### src/rtl/product_display_scanner.sv
// Converts an 8-bit product to BCD by shift-add-3 and time-multiplexes the
// digits onto a shared seven-segment decoder with active-low anode enables.
module product_display_scanner #(
   parameter int REFRESH_CYCLES = 50000,
   parameter bit BLANK_LEADING  = 1'b1
) (
   input  logic       clk,
   input  logic       rst,
   input  logic [7:0] bin_in,
   input  logic       load,
   output logic       busy,
   output logic [3:0] digit_value,
   output logic [3:0] anode
);

   localparam logic [1:0] S_IDLE  = 2'd0;
   localparam logic [1:0] S_SHIFT = 2'd1;
   localparam logic [1:0] S_DONE  = 2'd2;

   localparam int              CNT_W   = (REFRESH_CYCLES > 1) ? $clog2(REFRESH_CYCLES) : 1;
   localparam logic [CNT_W-1:0] CNT_MAX = CNT_W'(REFRESH_CYCLES - 1);

   function automatic logic [3:0] add3(input logic [3:0] d);
      return (d >= 4'd5) ? d + 4'd3 : d;
   endfunction

   logic [1:0]       r_state;
   logic [7:0]       r_shift;
   logic [11:0]      r_scratch;
   logic [2:0]       r_step;
   logic [11:0]      r_disp;
   logic [1:0]       r_idx;
   logic [CNT_W-1:0] r_cnt;

   logic [11:0]      w_adj;
   logic [19:0]      w_shifted;
   logic             w_blank;

   assign w_adj     = {add3(r_scratch[11:8]), add3(r_scratch[7:4]), add3(r_scratch[3:0])};
   assign w_shifted = {w_adj, r_shift} << 1;
   assign busy      = (r_state != S_IDLE);

   // Conversion FSM: the display register only changes when a conversion completes
   always_ff @(posedge clk or posedge rst) begin
      if (rst) begin
         r_state   <= S_IDLE;
         r_shift   <= 8'd0;
         r_scratch <= 12'd0;
         r_step    <= 3'd0;
         r_disp    <= 12'd0;
      end else begin
         case (r_state)
            S_IDLE: begin
               if (load) begin
                  r_shift   <= bin_in;
                  r_scratch <= 12'd0;
                  r_step    <= 3'd0;
                  r_state   <= S_SHIFT;
               end
            end
            S_SHIFT: begin
               {r_scratch, r_shift} <= w_shifted;
               r_step               <= r_step + 3'd1;
               if (r_step == 3'd7) r_state <= S_DONE;
            end
            S_DONE: begin
               r_disp  <= r_scratch;
               r_state <= S_IDLE;
            end
            default: r_state <= S_IDLE;
         endcase
      end
   end

   always_ff @(posedge clk or posedge rst) begin
      if (rst) begin
         r_cnt <= '0;
         r_idx <= 2'd0;
      end else if (r_cnt == CNT_MAX) begin
         r_cnt <= '0;
         r_idx <= r_idx + 2'd1;
      end else begin
         r_cnt <= r_cnt + 1'b1;
      end
   end

   // Blanked digits still drive their nibble so the decoder input stays defined
   always_comb begin
      digit_value = 4'd0;
      w_blank     = 1'b0;
      case (r_idx)
         2'd0: digit_value = r_disp[3:0];
         2'd1: begin
            digit_value = r_disp[7:4];
            w_blank     = BLANK_LEADING && (r_disp[11:8] == 4'd0) && (r_disp[7:4] == 4'd0);
         end
         2'd2: begin
            digit_value = r_disp[11:8];
            w_blank     = BLANK_LEADING && (r_disp[11:8] == 4'd0);
         end
         default: begin
            digit_value = 4'd0;
            w_blank     = BLANK_LEADING;
         end
      endcase
   end

   assign anode = w_blank ? 4'b1111 : ~(4'b0001 << r_idx);

endmodule
### config.mk
export PLATFORM = sky130hd
export DESIGN_NAME = product_display_scanner
export DESIGN_NICKNAME = d
export VERILOG_FILES = /design/src/rtl/product_display_scanner.sv
export SDC_FILE = /design/constraint.sdc
export NUM_CORES = 1
export LEC_CHECK = 0
export CAP_MARGIN = 25
export CORE_UTILIZATION = 40
export CTS_BUF_LIST = sky130_fd_sc_hd__clkbuf_8
export CTS_CLUSTER_SIZE = 20
export DETAILED_ROUTE_END_ITERATION = 10
export PLACE_DENSITY = 0.6
export SLEW_MARGIN = 0
export SYNTH_ARGS = -nofsm -noshare
export SYNTH_HDL_FRONTEND = slang
export SYNTH_SLANG_ARGS = --single-unit
### constraint.sdc
create_clock -name clk -period 1.8 [get_ports clk]
set_input_delay 0.36 -clock clk [delete_from_list [all_inputs] [get_ports clk]]
set_output_delay 0.36 -clock clk [all_outputs]
set_load 0.05 [all_outputs]
==> results of run 1 <==
-- through the flow --
step | instance area (µm²) | setup WS (ps)
final | 3323 | -280.6
after CTS | 3257 | -275.5
after detailed placement | 3070 | 29.01
after global routing | 3323 | -390.1
after floorplan | 2743 | -18.29
after global placement | 3070 | 85.51
-- cell families (layout without fill, tap and decap cells) --
kind of cell               Yosys count  after routing  synth area share (%)
buffers and inverters               22             54                 3.663
muxes                               10             10                 3.983
xor gates and xnor gates            18             18                 5.769
other                                1              1                0.1372
DFF                                 55             55                 50.37
AOI/OAI and AO/OA                   55             55                 12.68
adders and majority gates           13             13                 5.953
and+or+nand+nor                     88             88                 17.44
-- final timing paths --
path	slack, ps	cells after the start	to
min in group clk	490	1	r_cnt[0]
worst max-delay path	-280	4	anode[0]
worst min register to register	490	1	r_cnt[0]
worst min-delay path	390	3	r_cnt[2]
worst max register to register	200	4	r_idx[1]
max in group asynchronous	1130	3	r_cnt[7]
-- routing by layer --
layer / track usage, % / vias up / part of all wire, %
li1: - / 977 / -
met1: 21.60 / 940 / 50
met2: 23.73 / 26 / 46
met3: 4.425 / 8 / 2.4
met4: 4.777 / 0 / 1.7
met5: 0 / - / 0
-- tightest hold or removal path, delay by kind of cell --
family | cells | cell delay (ps)
buffers and inverters | 3 | 730
-- final cells by class --
type / instances / area, µm²
fillers: 607 / 3136
well taps: 77 / 96.34
clock buffers: 6 / 82.58
flip-flops and latches: 55 / 1376
inverters: 13 / 48.80
repair buffers: 33 / 357.8
multi-input cells: 185 / 1326
clock inverters: 2 / 35.03
-- repair_timing --
action,CTS,global route
gates resized for setup,11,6
pin swaps,6,5
hold endpoints to repair,0,0
setup endpoints to repair,7,7
buffers inserted,4,3
-- power by group through the flow --
stage | Sequential [mW] | Combinational [mW] | Clock (mW)
final | 1.82 | 1.50 | 0.842
after global routing | 1.87 | 1.69 | 0.921
after CTS | 1.81 | 1.47 | 0.867
after detailed placement | 1.84 | 1.43 | 0
after global placement | 1.83 | 1.40 | 0
after floorplan | 1.74 | 1.12 | 0
-- flip-flops by register name (all words and copies together), names as in the netlist --
register,flops
r_step,3
r_scratch,12
r_idx,2
r_disp,12
r_cnt,16
r_state,2
r_shift,8
-- cells in the final DEF (no fill, tap or decap), types with 6 or more instances in the layout --
cell type,count
sky130_fd_sc_hd__a21oi_1,11
sky130_fd_sc_hd__a22o_1,6
sky130_fd_sc_hd__buf_4,12
sky130_fd_sc_hd__buf_6,6
sky130_fd_sc_hd__clkbuf_8,6
sky130_fd_sc_hd__clkdlybuf4s50_1,10
sky130_fd_sc_hd__dfrtp_1,55
sky130_fd_sc_hd__ha_1,9
sky130_fd_sc_hd__inv_1,11
sky130_fd_sc_hd__mux2_2,6
sky130_fd_sc_hd__nand2_1,19
sky130_fd_sc_hd__nand3_1,9
sky130_fd_sc_hd__nor2_1,13
sky130_fd_sc_hd__nor2b_1,7
sky130_fd_sc_hd__nor3_1,7
sky130_fd_sc_hd__o21ai_0,24
sky130_fd_sc_hd__xnor2_1,11
sky130_fd_sc_hd__xor2_1,7
==> results.yml, run 1 <==
clock_tree:
  hold_buffers: 0
  cts_tree: "done"
  cts-root-to-sink-buffers: 2
  worst_setup_hold_path_clk_slew_ps: 100
  cts-buffers-inserted: 5
  cts.sinks: 55
  ctsHtreeMaxLevel: 2
  worstSkewPairLatency_ps: 310
  ctsRootBufferMaster: "sky130_fd_sc_hd__clkbuf_8"
yosys:
  asyncSetResetFlopFracSynth_pct: 100.0
  synth.net_count: 286
  synth.area.top_cells: "sky130_fd_sc_hd__dfrtp_1, sky130_fd_sc_hd__ha_1, sky130_fd_sc_hd__o21ai_0"
  postSynthRegisterBits: 55
  synth_most_common_cell: "sky130_fd_sc_hd__dfrtp_1"
  syn_area_um2: 2733
  yosys_warnings: 0
  synthTopCellsByCount: "sky130_fd_sc_hd__dfrtp_1, sky130_fd_sc_hd__o21ai_0, sky130_fd_sc_hd__nand2_1"
  sequential_share_of_the_synthesized_area_pct: 50.37
  yosys_top_cell_area_share_pct: 50.37
  yosys.cell_types.count: 41
  syn_area_per_cell_um2: 10.43
  post_synth_edffs: 0
  post_synth_inst_count: 262
  netlist.top_cell.by_area: "sky130_fd_sc_hd__dfrtp_1"
  synth-main-ff-cell: "sky130_fd_sc_hd__dfrtp_1"
global_routing:
  antenna_found_initial: 0
  grt_max_degree: 56
  globalRoute.totalOverflow: 0
  grt_util_all_layers_pct: 15.57
  first_pass_grt_wire_length_um: 8949
  first_global_vias: 1942
floorplanning:
  io_pins: 20
  core_um2: 6459
  floorplan.die.height_um: 84.66
  start_util_pct: 42.31
  placement_rows: 29
  die_width_um: 84.66
  floorplan.die_area_um2: 7166
status:
  run_status: "finished, violations left"
  violations: "negative setup slack"
critical_path:
  worst_setup_path_start_kind: "flop"
  criticalPathCategory: "reg2out"
  worst_ep_required_time_ps: 1440
  worst_path_cell_chain: "or4_4, o21bai_4, nand3b_1, buf_12"
  critPathMaxFanout: 2
  timing.critical_path.arrival_ps: 1720
  critical_path.reg2reg.startpoint: "r_cnt[0]"
  setup.worst_path.end_class: "primary output"
  worst_path_largest_cell_delay_ps: 540
  cp_slowest_cell: "sky130_fd_sc_hd__or4_4"
  critPathTopFamily: "simple AND/OR/NAND/NOR gates"
  cp_num_buf_inv: 1
  crit_path_start: "r_disp[9]"
drt:
  route.detailed.vias_per_inst: 5.259
  route.detailed.wl_per_inst_um: 13.86
  drt_first_pass_iters: 7
  drt-initial-drc-count: 126
  route.detailed.drc: 0
  route.antenna.remaining_nets: 0
  route.final.wire_length_um: 5142
  detailroute.via_count: 1951
sta:
  report.final.slew_viol_count: 0
  finalSetupViolations: 7
  period_minus_slack_ps: 2081
  timing_hold_violations_final: 0
  timing.final.ws_setup_ps: -280.6
  totalNegativeSetupSlack_ps: -1410
  timing.fmax_mhz: 480.6
  hold_slack_ps: 394.0
  clock_skew_ps: 9.765
  post-route-period-util_pct: 115.6
  rsz0062_at_grt: "yes"
power:
  pwr_density_cell_nw_per_um2: 1253
  irDropWorstVdd_v: 0.0006403
  post-layout-total-power_mw: 4.163
  power.static_leakage_nw: 1.493
  clock_power_share_pct: 20.2
  p_int_mw: 2.715
  sw_frac_of_total_pct: 34.80
  p_switching_mw: 1.449
  combPwrFrac_pct: 35.9
  seqPwrFrac_pct: 43.8
layout:
  post_route_cells_drive_above_1_share_pct: 19.73
  finalNetCount: 317
  synthToLayoutAreaGrowth_pct: 21.61
  diodes: 0
  final_core_utilization_pct: 51.45
  final_cells: 371
placed_design:
  gp_congestion: 0.8014
  placed_cells_incl_taps: 356
  dp_hpwl_um: 3446
  numPortBuffers: 18
flow_run:
  cap_viol_max_count: 0
hold_path:
  hold_class: "in2async"
Power figures use the tool's default switching activity.
==> run 2, diff against run 1 <==
--- a/config.mk
+++ b/config.mk
@@ -10,7 +10,8 @@
 export CTS_BUF_LIST = sky130_fd_sc_hd__clkbuf_8
 export CTS_CLUSTER_SIZE = 20
 export DETAILED_ROUTE_END_ITERATION = 10
-export PLACE_DENSITY = 0.6
+export DONT_BUFFER_PORTS = 1
+export PLACE_DENSITY = 0.56
 export SLEW_MARGIN = 0
 export SYNTH_ARGS = -nofsm -noshare
 export SYNTH_HDL_FRONTEND = slang
==> constraint.sdc (replaced) <==
create_clock -name clk -period 2.15 [get_ports clk]
set_input_delay 0.43 -clock clk [delete_from_list [all_inputs] [get_ports clk]]
set_output_delay 0.43 -clock clk [all_outputs]
set_load 0.01 [all_outputs]
==> run 2 against run 1 <==
Compared with the run above: flip-flop and latch count is the same; utilization fell by 5.9 points; first-iteration DRC count shrank 35%; combinational power down 31%; global-route usage is essentially flat; the flow now finishes without violations; total power decreased by 26%; critical path depth fell by 1; non-clock buffer count fell by 24.
==> results.yml, run 2 (synthesis gave the netlist of run 1 again) <==
status:
  run_status: "complete, no violations"
floorplanning:
  io_pins: 20
  floorplan.die.height_um: 84.66
  core_um2: 6459
  start_util_pct: 42.31
  floorplan.die_area_um2: 7166
  die_width_um: 84.66
  placement_rows: 29
flow_run:
  cap_viol_max_count: 0
clock_tree:
  post-cts-setup-buffers: 0
  worstSkewPairLatency_ps: 300
  cts.sinks: 55
  hold_buffers: 0
  cts_tree: "done"
  post_cts_resized: 0
  worst_setup_hold_path_clk_slew_ps: 100
  cts-buffers-inserted: 5
  ctsHtreeMaxLevel: 2
  ctsRootBufferMaster: "sky130_fd_sc_hd__clkbuf_8"
  cts-root-to-sink-buffers: 2
power:
  clock_power_share_pct: 17.4
  seqPwrFrac_pct: 48.9
  combPwrFrac_pct: 33.7
  post-layout-total-power_mw: 3.085
  pwr_density_cell_nw_per_um2: 1047
  p_int_mw: 2.009
  sw_frac_of_total_pct: 34.88
  irDropWorstVdd_v: 0.0005156
  power.static_leakage_nw: 1.354
  p_switching_mw: 1.076
critical_path:
  worst_setup_path_start_kind: "flop"
  timing.critical_path.arrival_ps: 1580
  critical_path.reg2reg.startpoint: "r_cnt[0]"
  worst_flop_to_flop_path_endpoint: "r_idx[1]"
  rr_worst_depth: 4
  crit_path_start: "r_disp[8]"
  worst-r2r-setup-slack_ps: 570
  crit_path_end: "anode[1]"
  setup.worst_path.end_class: "primary output"
  worst_ep_required_time_ps: 1720
  criticalPathCategory: "reg2out"
  critPathMaxFanout: 3
layout:
  biggestRegsByFlops: "r_cnt: 16 flops, r_disp: 12 flops, r_scratch: 12 flops"
  largest_reg_flops: 16
  final_cells: 347
  finalNetCount: 293
  synthToLayoutAreaGrowth_pct: 7.784
  post_route_cells_drive_above_1_share_pct: 11.48
  final_common_cell: "sky130_fd_sc_hd__dfrtp_1"
  regMostFlops: "r_cnt"
  layout.cells.most_common_list: "sky130_fd_sc_hd__dfrtp_1, sky130_fd_sc_hd__o21ai_0, sky130_fd_sc_hd__nand2_1, sky130_fd_sc_hd__nor2_1, sky130_fd_sc_hd__inv_1"
  diodes: 0
  n_fill_cell: 627
placed_design:
  dp_hpwl_um: 3373
  post-place-ws_ps: 472.1
  gp_congestion: 0.7897
  numPortBuffers: 0
  placed_cells_incl_taps: 339
sta:
  period_minus_slack_ps: 2005
  timing.fmax_mhz: 498.7
  post-route-period-util_pct: 93.27
  totalNegativeSetupSlack_ps: 0
  clock_skew_ps: 8.950
  timing.final.ws_setup_ps: 144.7
  rsz0062_at_grt: "no"
  report.final.slew_viol_count: 0
  timing_hold_violations_final: 0
  finalSetupViolations: 0
global_routing:
  grt_max_degree: 56
  first_global_vias: 1863
  antenna_found_initial: 0
  first_pass_grt_wire_length_um: 8928
  globalRoute.totalOverflow: 0
  grt_util_all_layers_pct: 15.58
drt:
  route.detailed.vias_per_inst: 5.294
  route.detailed.drc: 0
  route.final.wire_length_um: 4950
  detailroute.via_count: 1837
  route.detailed.wl_per_inst_um: 14.27
  drt_first_pass_iters: 7
  drt-initial-drc-count: 82
  route.antenna.remaining_nets: 0
hold_path:
  hold_class: "in2async"
## run 2: cell type report
cell class / count / area [µm²] / area share [%]
Sequential cell: 55 / 1376 / 46.73
Multi-Input combinational cell: 185 / 1262 / 42.86
Tap cell: 77 / 96.34 / 3.271
Timing Repair Buffer: 9 / 80.08 / 2.719
Clock buffer: 5 / 68.82 / 2.336
Inverter: 13 / 48.80 / 1.657
Clock inverter: 3 / 12.51 / 0.4248
## run 2: metal layers
| layer | GRT usage [%] | part of all wire [%] | up-vias |
|---|---|---|---|
| li1 | - | - | 928 |
| met3 | 4.425 | 3.6 | 2 |
| met2 | 24.02 | 43 | 28 |
| met1 | 22.00 | 53 | 879 |
| met5 | 0 | 0 | - |
| met4 | 3.236 | 0.32 | 0 |
## run 2: power groups by stage
stage | clock network (mW) | registers (mW) | logic [mW]
finish | 0.537 | 1.51 | 1.04
global route | 0.608 | 1.55 | 1.20
CTS | 0.565 | 1.51 | 1.06
detailed placement | 0 | 1.53 | 1.05
global placement | 0 | 1.52 | 1.03
floorplan | 0 | 1.46 | 0.845
## run 2: worst min-delay path by stage
stage                    start          to  slack, ps  cells past startpoint
finish                     rst    r_cnt[0]         50                      2
floorplan           r_shift[1]  r_shift[1]        440                      2
detailed placement         rst  r_shift[5]        390                      2
CTS                        rst  r_shift[5]         60                      2
global placement           rst    r_cnt[0]        400                      2
global route               rst    r_cnt[0]         60                      2
## run 2: per-stage QoR
step                      hold slack [ps]  utilization [%]  area, µm²
after floorplan                     441.8                -       2733
after global placement              397.9            44.25       2858
after detailed placement            394.3            44.25       2858
after CTS                           56.20            45.51       2939
after global routing                55.41            45.60       2945
final                               47.77            45.60       2945
## run 2: worst max-delay path, stage by stage (launching register included)
cell,delay (ps)
sky130_fd_sc_hd__dfrtp_1,410
sky130_fd_sc_hd__or4_1,540
sky130_fd_sc_hd__o21bai_1,190
sky130_fd_sc_hd__nand3b_1,150
